[config.mk]
export PLATFORM = sky130hd
export DESIGN_NAME = calc1_port_scheduler_flat
export DESIGN_NICKNAME = d
export VERILOG_FILES = /design/src/rtl/calc1_pkg.sv /design/src/rtl/calc1_port_scheduler_if.sv /design/src/rtl/calc1_sched_alu.sv /design/src/rtl/calc1_port_scheduler.sv /design/src/flat_wrapper.sv
export SDC_FILE = /design/constraint.sdc
export NUM_CORES = 1
export LEC_CHECK = 0
export ABC_AREA = 1
export BUFFER_PORTS_ARGS = -buffer_cell sky130_fd_sc_hd__buf_2
export CAP_MARGIN = 20
export CORE_MARGIN = 2
export CORE_UTILIZATION = 35
export DETAILED_ROUTE_END_ITERATION = 8
export GPL_TIMING_DRIVEN = 0
export HOLD_SLACK_MARGIN = 0.15
export PLACE_DENSITY_LB_ADDON = 0.05
export SYNTH_ARGS = -nofsm -noshare
export SYNTH_HDL_FRONTEND = slang
export SYNTH_HIERARCHICAL = 1
export SYNTH_SLANG_ARGS = --single-unit
[constraint.sdc]
create_clock -name c_clk -period 13 [get_ports c_clk]
set_clock_uncertainty 0.05 [all_clocks]
set_input_delay 3.9 -clock c_clk [delete_from_list [all_inputs] [get_ports c_clk]]
set_output_delay 3.9 -clock c_clk [all_outputs]
set_load 0.05 [all_outputs]
[src/rtl/calc1_pkg.sv]
// rtl/calc1_pkg.sv - shared encodings and port FSM states for the calc1 port scheduler
package calc1_pkg;

  localparam int NUM_PORTS = 4;

  typedef logic [0:3] cmd_t;
  typedef logic [0:1] resp_t;

  localparam cmd_t CMD_NOP = 4'd0;
  localparam cmd_t CMD_ADD = 4'd1;
  localparam cmd_t CMD_SUB = 4'd2;
  localparam cmd_t CMD_SHL = 4'd5;
  localparam cmd_t CMD_SHR = 4'd6;

  localparam resp_t RESP_NONE = 2'd0;
  localparam resp_t RESP_OK   = 2'd1;
  localparam resp_t RESP_ERR  = 2'd2;

  typedef enum logic [1:0] {
    IDLE    = 2'd0,
    OPERAND = 2'd1,
    WAIT    = 2'd2,
    BUSY    = 2'd3
  } port_state_t;

endpackage

[src/rtl/calc1_port_scheduler_if.sv]
// rtl/calc1_port_scheduler_if.sv - four requester command ports and their response ports
interface calc1_port_scheduler_if #(parameter int DATA_W = 32);
  import calc1_pkg::*;

  cmd_t              req1_cmd_in, req2_cmd_in, req3_cmd_in, req4_cmd_in;
  logic [0:DATA_W-1] req1_data_in, req2_data_in, req3_data_in, req4_data_in;
  resp_t             out_resp1, out_resp2, out_resp3, out_resp4;
  logic [0:DATA_W-1] out_data1, out_data2, out_data3, out_data4;

  modport master (
    output req1_cmd_in, req2_cmd_in, req3_cmd_in, req4_cmd_in,
    output req1_data_in, req2_data_in, req3_data_in, req4_data_in,
    input  out_resp1, out_resp2, out_resp3, out_resp4,
    input  out_data1, out_data2, out_data3, out_data4
  );

  modport slave (
    input  req1_cmd_in, req2_cmd_in, req3_cmd_in, req4_cmd_in,
    input  req1_data_in, req2_data_in, req3_data_in, req4_data_in,
    output out_resp1, out_resp2, out_resp3, out_resp4,
    output out_data1, out_data2, out_data3, out_data4
  );

endinterface

[src/rtl/calc1_sched_alu.sv]
// rtl/calc1_sched_alu.sv - combinational calc1 operation and response code
module calc1_sched_alu
  import calc1_pkg::*;
#(
  parameter int DATA_W = 32
) (
  input  cmd_t              cmd,
  input  logic [0:DATA_W-1] op1,
  input  logic [0:DATA_W-1] op2,
  output resp_t             resp,
  output logic [0:DATA_W-1] result
);

  // bit 0 of the widened sum is the carry out
  logic [0:DATA_W] sum;

  always_comb begin
    sum    = {1'b0, op1} + {1'b0, op2};
    resp   = RESP_ERR;
    result = '0;
    case (cmd)
      CMD_ADD: begin
        if (!sum[0]) begin
          resp   = RESP_OK;
          result = sum[1:DATA_W];
        end
      end
      CMD_SUB: begin
        if (op2 <= op1) begin
          resp   = RESP_OK;
          result = op1 - op2;
        end
      end
      CMD_SHL: begin
        resp   = RESP_OK;
        result = op1 << op2[DATA_W-5:DATA_W-1];
      end
      CMD_SHR: begin
        resp   = RESP_OK;
        result = op1 >> op2[DATA_W-5:DATA_W-1];
      end
      default: ;
    endcase
  end

endmodule

[src/rtl/calc1_port_scheduler.sv]
// rtl/calc1_port_scheduler.sv - four calc1 ports sharing one ALU through a round-robin arbiter
module calc1_port_scheduler
  import calc1_pkg::*;
#(
  parameter int DATA_W     = 32,
  parameter int ALU_STAGES = 2
) (
  input logic                   c_clk,
  input logic                   reset_n,
  calc1_port_scheduler_if.slave bus
);

  typedef struct packed {
    logic              valid;
    logic [1:0]        port;
    resp_t             resp;
    logic [0:DATA_W-1] data;
  } stage_t;

  cmd_t              cmd_in  [NUM_PORTS];
  logic [0:DATA_W-1] data_in [NUM_PORTS];

  port_state_t       state_q [NUM_PORTS];
  port_state_t       state_d [NUM_PORTS];
  logic [NUM_PORTS-1:0] cap_cmd, cap_op2, wait_req, resp_hit;

  cmd_t              cmd_q [NUM_PORTS];
  logic [0:DATA_W-1] op1_q [NUM_PORTS];
  logic [0:DATA_W-1] op2_q [NUM_PORTS];

  logic [1:0]        rr_q;
  logic              gnt_valid;
  logic [1:0]        gnt_port;
  logic [1:0]        scan_idx;

  resp_t             alu_resp;
  logic [0:DATA_W-1] alu_data;
  stage_t            alu_stage;
  stage_t            tail;

  resp_t             out_resp_q [NUM_PORTS];
  logic [0:DATA_W-1] out_data_q [NUM_PORTS];

  assign cmd_in[0]  = bus.req1_cmd_in;
  assign cmd_in[1]  = bus.req2_cmd_in;
  assign cmd_in[2]  = bus.req3_cmd_in;
  assign cmd_in[3]  = bus.req4_cmd_in;
  assign data_in[0] = bus.req1_data_in;
  assign data_in[1] = bus.req2_data_in;
  assign data_in[2] = bus.req3_data_in;
  assign data_in[3] = bus.req4_data_in;

  assign bus.out_resp1 = out_resp_q[0];
  assign bus.out_resp2 = out_resp_q[1];
  assign bus.out_resp3 = out_resp_q[2];
  assign bus.out_resp4 = out_resp_q[3];
  assign bus.out_data1 = out_data_q[0];
  assign bus.out_data2 = out_data_q[1];
  assign bus.out_data3 = out_data_q[2];
  assign bus.out_data4 = out_data_q[3];

  always_comb begin
    for (int p = 0; p < NUM_PORTS; p++) begin
      resp_hit[p] = tail.valid && (tail.port == 2'(p));
    end
  end

  always_ff @(posedge c_clk) begin
    for (int p = 0; p < NUM_PORTS; p++) begin
      if (!reset_n) begin
        state_q[p] <= IDLE;
      end else begin
        state_q[p] <= state_d[p];
      end
    end
  end

  // BUSY leaves as the response is loaded, so IDLE coincides with the response cycle
  always_comb begin
    for (int p = 0; p < NUM_PORTS; p++) begin
      state_d[p] = state_q[p];
      case (state_q[p])
        IDLE:    if (cmd_in[p] != CMD_NOP) state_d[p] = OPERAND;
        OPERAND: state_d[p] = WAIT;
        WAIT:    if (gnt_valid && (gnt_port == 2'(p))) state_d[p] = BUSY;
        BUSY:    if (resp_hit[p]) state_d[p] = IDLE;
        default: state_d[p] = IDLE;
      endcase
    end
  end

  always_comb begin
    for (int p = 0; p < NUM_PORTS; p++) begin
      cap_cmd[p]  = (state_q[p] == IDLE) && (cmd_in[p] != CMD_NOP);
      cap_op2[p]  = (state_q[p] == OPERAND);
      wait_req[p] = (state_q[p] == WAIT);
    end
  end

  always_ff @(posedge c_clk) begin
    for (int p = 0; p < NUM_PORTS; p++) begin
      if (cap_cmd[p]) begin
        cmd_q[p] <= cmd_in[p];
        op1_q[p] <= data_in[p];
      end
      if (cap_op2[p]) begin
        op2_q[p] <= data_in[p];
      end
    end
  end

  // first waiting port at or after the pointer wins
  always_comb begin
    gnt_valid = 1'b0;
    gnt_port  = rr_q;
    scan_idx  = rr_q;
    for (int i = 0; i < NUM_PORTS; i++) begin
      scan_idx = rr_q + 2'(i);
      if (!gnt_valid && wait_req[scan_idx]) begin
        gnt_valid = 1'b1;
        gnt_port  = scan_idx;
      end
    end
  end

  always_ff @(posedge c_clk) begin
    if (!reset_n) begin
      rr_q <= 2'd0;
    end else if (gnt_valid) begin
      rr_q <= gnt_port + 2'd1;
    end
  end

  calc1_sched_alu #(.DATA_W(DATA_W)) u_alu (
    .cmd    (cmd_q[gnt_port]),
    .op1    (op1_q[gnt_port]),
    .op2    (op2_q[gnt_port]),
    .resp   (alu_resp),
    .result (alu_data)
  );

  always_comb begin
    alu_stage.valid = gnt_valid;
    alu_stage.port  = gnt_port;
    alu_stage.resp  = alu_resp;
    alu_stage.data  = alu_data;
  end

  // the per-port output registers form the last of the ALU_STAGES stages
  if (ALU_STAGES > 1) begin : g_pipe
    stage_t pipe [ALU_STAGES-1];

    always_ff @(posedge c_clk) begin
      if (!reset_n) begin
        for (int i = 0; i < ALU_STAGES-1; i++) begin
          pipe[i] <= '0;
        end
      end else begin
        pipe[0] <= alu_stage;
        for (int i = 1; i < ALU_STAGES-1; i++) begin
          pipe[i] <= pipe[i-1];
        end
      end
    end

    assign tail = pipe[ALU_STAGES-2];
  end else begin : g_direct
    assign tail = alu_stage;
  end

  always_ff @(posedge c_clk) begin
    for (int p = 0; p < NUM_PORTS; p++) begin
      if (!reset_n || !resp_hit[p]) begin
        out_resp_q[p] <= RESP_NONE;
        out_data_q[p] <= '0;
      end else begin
        out_resp_q[p] <= tail.resp;
        out_data_q[p] <= tail.data;
      end
    end
  end

endmodule
[src/flat_wrapper.sv]
// flat-port wrapper written by rule: the top's interface ports become plain ports
module calc1_port_scheduler_flat import calc1_pkg::*;
#(
  parameter int DATA_W     = 32,
  parameter int ALU_STAGES = 2
)
  (c_clk, reset_n, bus_req1_cmd_in, bus_req2_cmd_in, bus_req3_cmd_in, bus_req4_cmd_in, bus_req1_data_in, bus_req2_data_in, bus_req3_data_in, bus_req4_data_in, bus_out_resp1, bus_out_resp2, bus_out_resp3, bus_out_resp4, bus_out_data1, bus_out_data2, bus_out_data3, bus_out_data4);
  calc1_port_scheduler_if #(.DATA_W(DATA_W)) bus_i ();
  input logic c_clk;
  input logic reset_n;
  input wire logic [$bits(bus_i.req1_cmd_in)-1:0] bus_req1_cmd_in;
  input wire logic [$bits(bus_i.req2_cmd_in)-1:0] bus_req2_cmd_in;
  input wire logic [$bits(bus_i.req3_cmd_in)-1:0] bus_req3_cmd_in;
  input wire logic [$bits(bus_i.req4_cmd_in)-1:0] bus_req4_cmd_in;
  input wire logic [$bits(bus_i.req1_data_in)-1:0] bus_req1_data_in;
  input wire logic [$bits(bus_i.req2_data_in)-1:0] bus_req2_data_in;
  input wire logic [$bits(bus_i.req3_data_in)-1:0] bus_req3_data_in;
  input wire logic [$bits(bus_i.req4_data_in)-1:0] bus_req4_data_in;
  output wire logic [$bits(bus_i.out_resp1)-1:0] bus_out_resp1;
  output wire logic [$bits(bus_i.out_resp2)-1:0] bus_out_resp2;
  output wire logic [$bits(bus_i.out_resp3)-1:0] bus_out_resp3;
  output wire logic [$bits(bus_i.out_resp4)-1:0] bus_out_resp4;
  output wire logic [$bits(bus_i.out_data1)-1:0] bus_out_data1;
  output wire logic [$bits(bus_i.out_data2)-1:0] bus_out_data2;
  output wire logic [$bits(bus_i.out_data3)-1:0] bus_out_data3;
  output wire logic [$bits(bus_i.out_data4)-1:0] bus_out_data4;
  assign bus_i.req1_cmd_in = bus_req1_cmd_in;
  assign bus_i.req2_cmd_in = bus_req2_cmd_in;
  assign bus_i.req3_cmd_in = bus_req3_cmd_in;
  assign bus_i.req4_cmd_in = bus_req4_cmd_in;
  assign bus_i.req1_data_in = bus_req1_data_in;
  assign bus_i.req2_data_in = bus_req2_data_in;
  assign bus_i.req3_data_in = bus_req3_data_in;
  assign bus_i.req4_data_in = bus_req4_data_in;
  assign bus_out_resp1 = bus_i.out_resp1;
  assign bus_out_resp2 = bus_i.out_resp2;
  assign bus_out_resp3 = bus_i.out_resp3;
  assign bus_out_resp4 = bus_i.out_resp4;
  assign bus_out_data1 = bus_i.out_data1;
  assign bus_out_data2 = bus_i.out_data2;
  assign bus_out_data3 = bus_i.out_data3;
  assign bus_out_data4 = bus_i.out_data4;
  calc1_port_scheduler #(.DATA_W(DATA_W), .ALU_STAGES(ALU_STAGES)) u_core (.c_clk(c_clk), .reset_n(reset_n), .bus(bus_i));
endmodule
==> results.ini <==
[run_status]
outcome=finished clean

[drt]
final_antenna_net_count=0
routedWlPerCell_um=23.9
viasPerCell=5.15
num_vias=22800
drt_wl_total_mm=106
first_iter_violations=2340
firstDrtPassIters=6
drc=0

[logic_synthesis]
synth_edf_count=272
yosysSeqAreaShare=0.484
syn_avg_cell_area_um2=7.85
syn_area_um2=24500
yosys_warnings=6
synthesis.nets=3350
netlist_instances=3114
synth_seq_cells=455
synthArstFlopShare=0
synth_flop_cell=edfxtp_1
ys_types=49

[sta]
whs_ns=0.395
finalSetupTns_ns=0
rsz0062_at_grt=no
period_minus_slack_ns=6.30
final.setup.worst_slack_ns=6.70
finalCritPeriodShare=0.485
slew_headroom=0.313
fmax_ghz=0.159
slew_violations=0
max_slew.worst_pin.slew_ns=1.02
setup_viol=0
finalHoldViolations=0

[worst_setup_path]
cp-start-kind=register
slowest_delay_ns=0.61
critPathKind=register to register
cpMaxStageDelayCell=clkbuf_1
cp_common_cell=nand2_1
path_max_fanout=10
r2r_cells=34
end_kind=register
cp.arrival_ns=6.74
required_ns=13.44

[die]
ios=282
start_util=0.355
row_count=96
design.die.area_um2=72000
die_h_um=268
core_area_um2=68900
fp.dieW_um=268

[cells_and_area]
layout_common_cells=1,016 x nand2_1, 362 x inv_1, 331 x nor2_1
layout_commonest_cell=nand2_1
syn_to_final_growth_pct=18.0
layout-drive-gt1-share=0.144
nets=3690

[grt]
grt_pass1_wl_mm=150
track_usage=0.291
gr-total-overflow=0
first_global_vias=21500
antenna_found_initial=7
grt_start_max_net_pins=27

[clock_tree]
cts_hold_buf=0
root_buffer=clkbuf_16
numCtsBuffers=48
h-tree-depth=2
cts_buffer_depth=3
cts_sinks=455
clk_latency_ns=0.64
cts_setup_buffers=0
clk_pin_slew_ns=0.06
cts_tree=yes
cts_resized=0

[place]
gp_congestion=1.02
dp_hpwl_mm=85.4
io_buffer_count=280
place_ws_ns=6.77

[hold_path]
hp-class=register to register
hold_path_depth=2

[job]
cap_violations=0

critical path, delay by kind of cell (launching register included):
kind | cells | cell delay [ns]
flip-flops | 1 | 0.33
AND/OR/NAND/NOR | 22 | 2.82
adder cells (fa/ha/maj) | 2 | 0.74
AO/OA/AOI/OAI | 1 | 0.20
buffers and inverters | 9 | 2.01
registers in the layout, summed over array words and instances (netlist names):
| signal | flops |
|---|---|
| u_core/rr_q | 2 |
| u_core/out_resp_q | 8 |
| u_core/cmd_q | 16 |
| u_core/g_pipe.pipe | 37 |
| u_core/out_data_q | 128 |
| u_core/state_q | 8 |
| u_core/op2_q | 128 |
| u_core/op1_q | 128 |
cell usage after synthesis (all sizes together), types with 57 or more instances:
cell type | instances | area [um^2]
a21oi | 72 | 375
a22oi | 60 | 450
buf | 90 | 598
dfxtp | 183 | 3660
edfxtp | 272 | 8170
ha | 88 | 1100
inv | 380 | 1430
nand2 | 1028 | 3890
nand3 | 273 | 1380
nand4 | 72 | 463
nor2 | 347 | 1390
o21ai | 57 | 285
cells by family after synthesis:
| kind of cell | Yosys count | synth area share |
|---|---|---|
| multiplexers | 10 | 0.00409 |
| AND/OR/NAND/NOR | 1773 | 0.304 |
| AO/OA/AOI/OAI | 238 | 0.0608 |
| buffers and inverters | 521 | 0.0908 |
| adder cells (fa/ha/maj) | 90 | 0.0467 |
| XOR/XNOR | 27 | 0.00967 |
| flip-flops | 455 | 0.484 |
area by class of cell:
| type | count | area [um^2] |
|---|---|---|
| sequential | 455 | 11800 |
| multi-input combinational | 2138 | 10500 |
| antenna | 1 | 2.50 |
| timing repair buffer | 290 | 1570 |
| buffer | 139 | 782 |
| fill | 7293 | 40100 |
| inverter | 382 | 1440 |
| tap | 931 | 1160 |
| clock buffer | 59 | 1320 |
| clock inverter | 30 | 289 |
through the flow:
stage                     instance area (um^2)  std cells   util
after floorplan                          24500       3114      -
after global placement                   27000       4325  0.392
after detailed placement                 27200       4335  0.395
after CTS                                28800       4424  0.418
after global routing                     28800       4424  0.418
final                                    28900       4425  0.418
per-layer routing:
metal / global-route usage / vias to the layer above / routed length, um
li1: - / 10700 / -
met1: 0.405 / 11000 / 47200
met2: 0.467 / 890 / 48400
met3: 0.0417 / 152 / 6960
met4: 0.0932 / 10 / 3290
met5: 0 / - / 67
path summary, 6_finish.rpt:
| check | startpoint | endpoint | slack, ns |
|---|---|---|---|
| worst max register to register | u_core/state_q[2][0] | u_core/g_pipe.pipe[0][18] | 6.70 |
| worst max-delay path | u_core/state_q[2][0] | u_core/g_pipe.pipe[0][18] | 6.70 |
| worst min-delay path | u_core/g_pipe.pipe[0][19] | u_core/out_data_q[2][19] | 0.39 |
| worst min register to register | u_core/g_pipe.pipe[0][19] | u_core/out_data_q[2][19] | 0.39 |
Power is not shown: default switching activity piles up to over one toggle a cycle in this logic, so the estimate is an artifact.
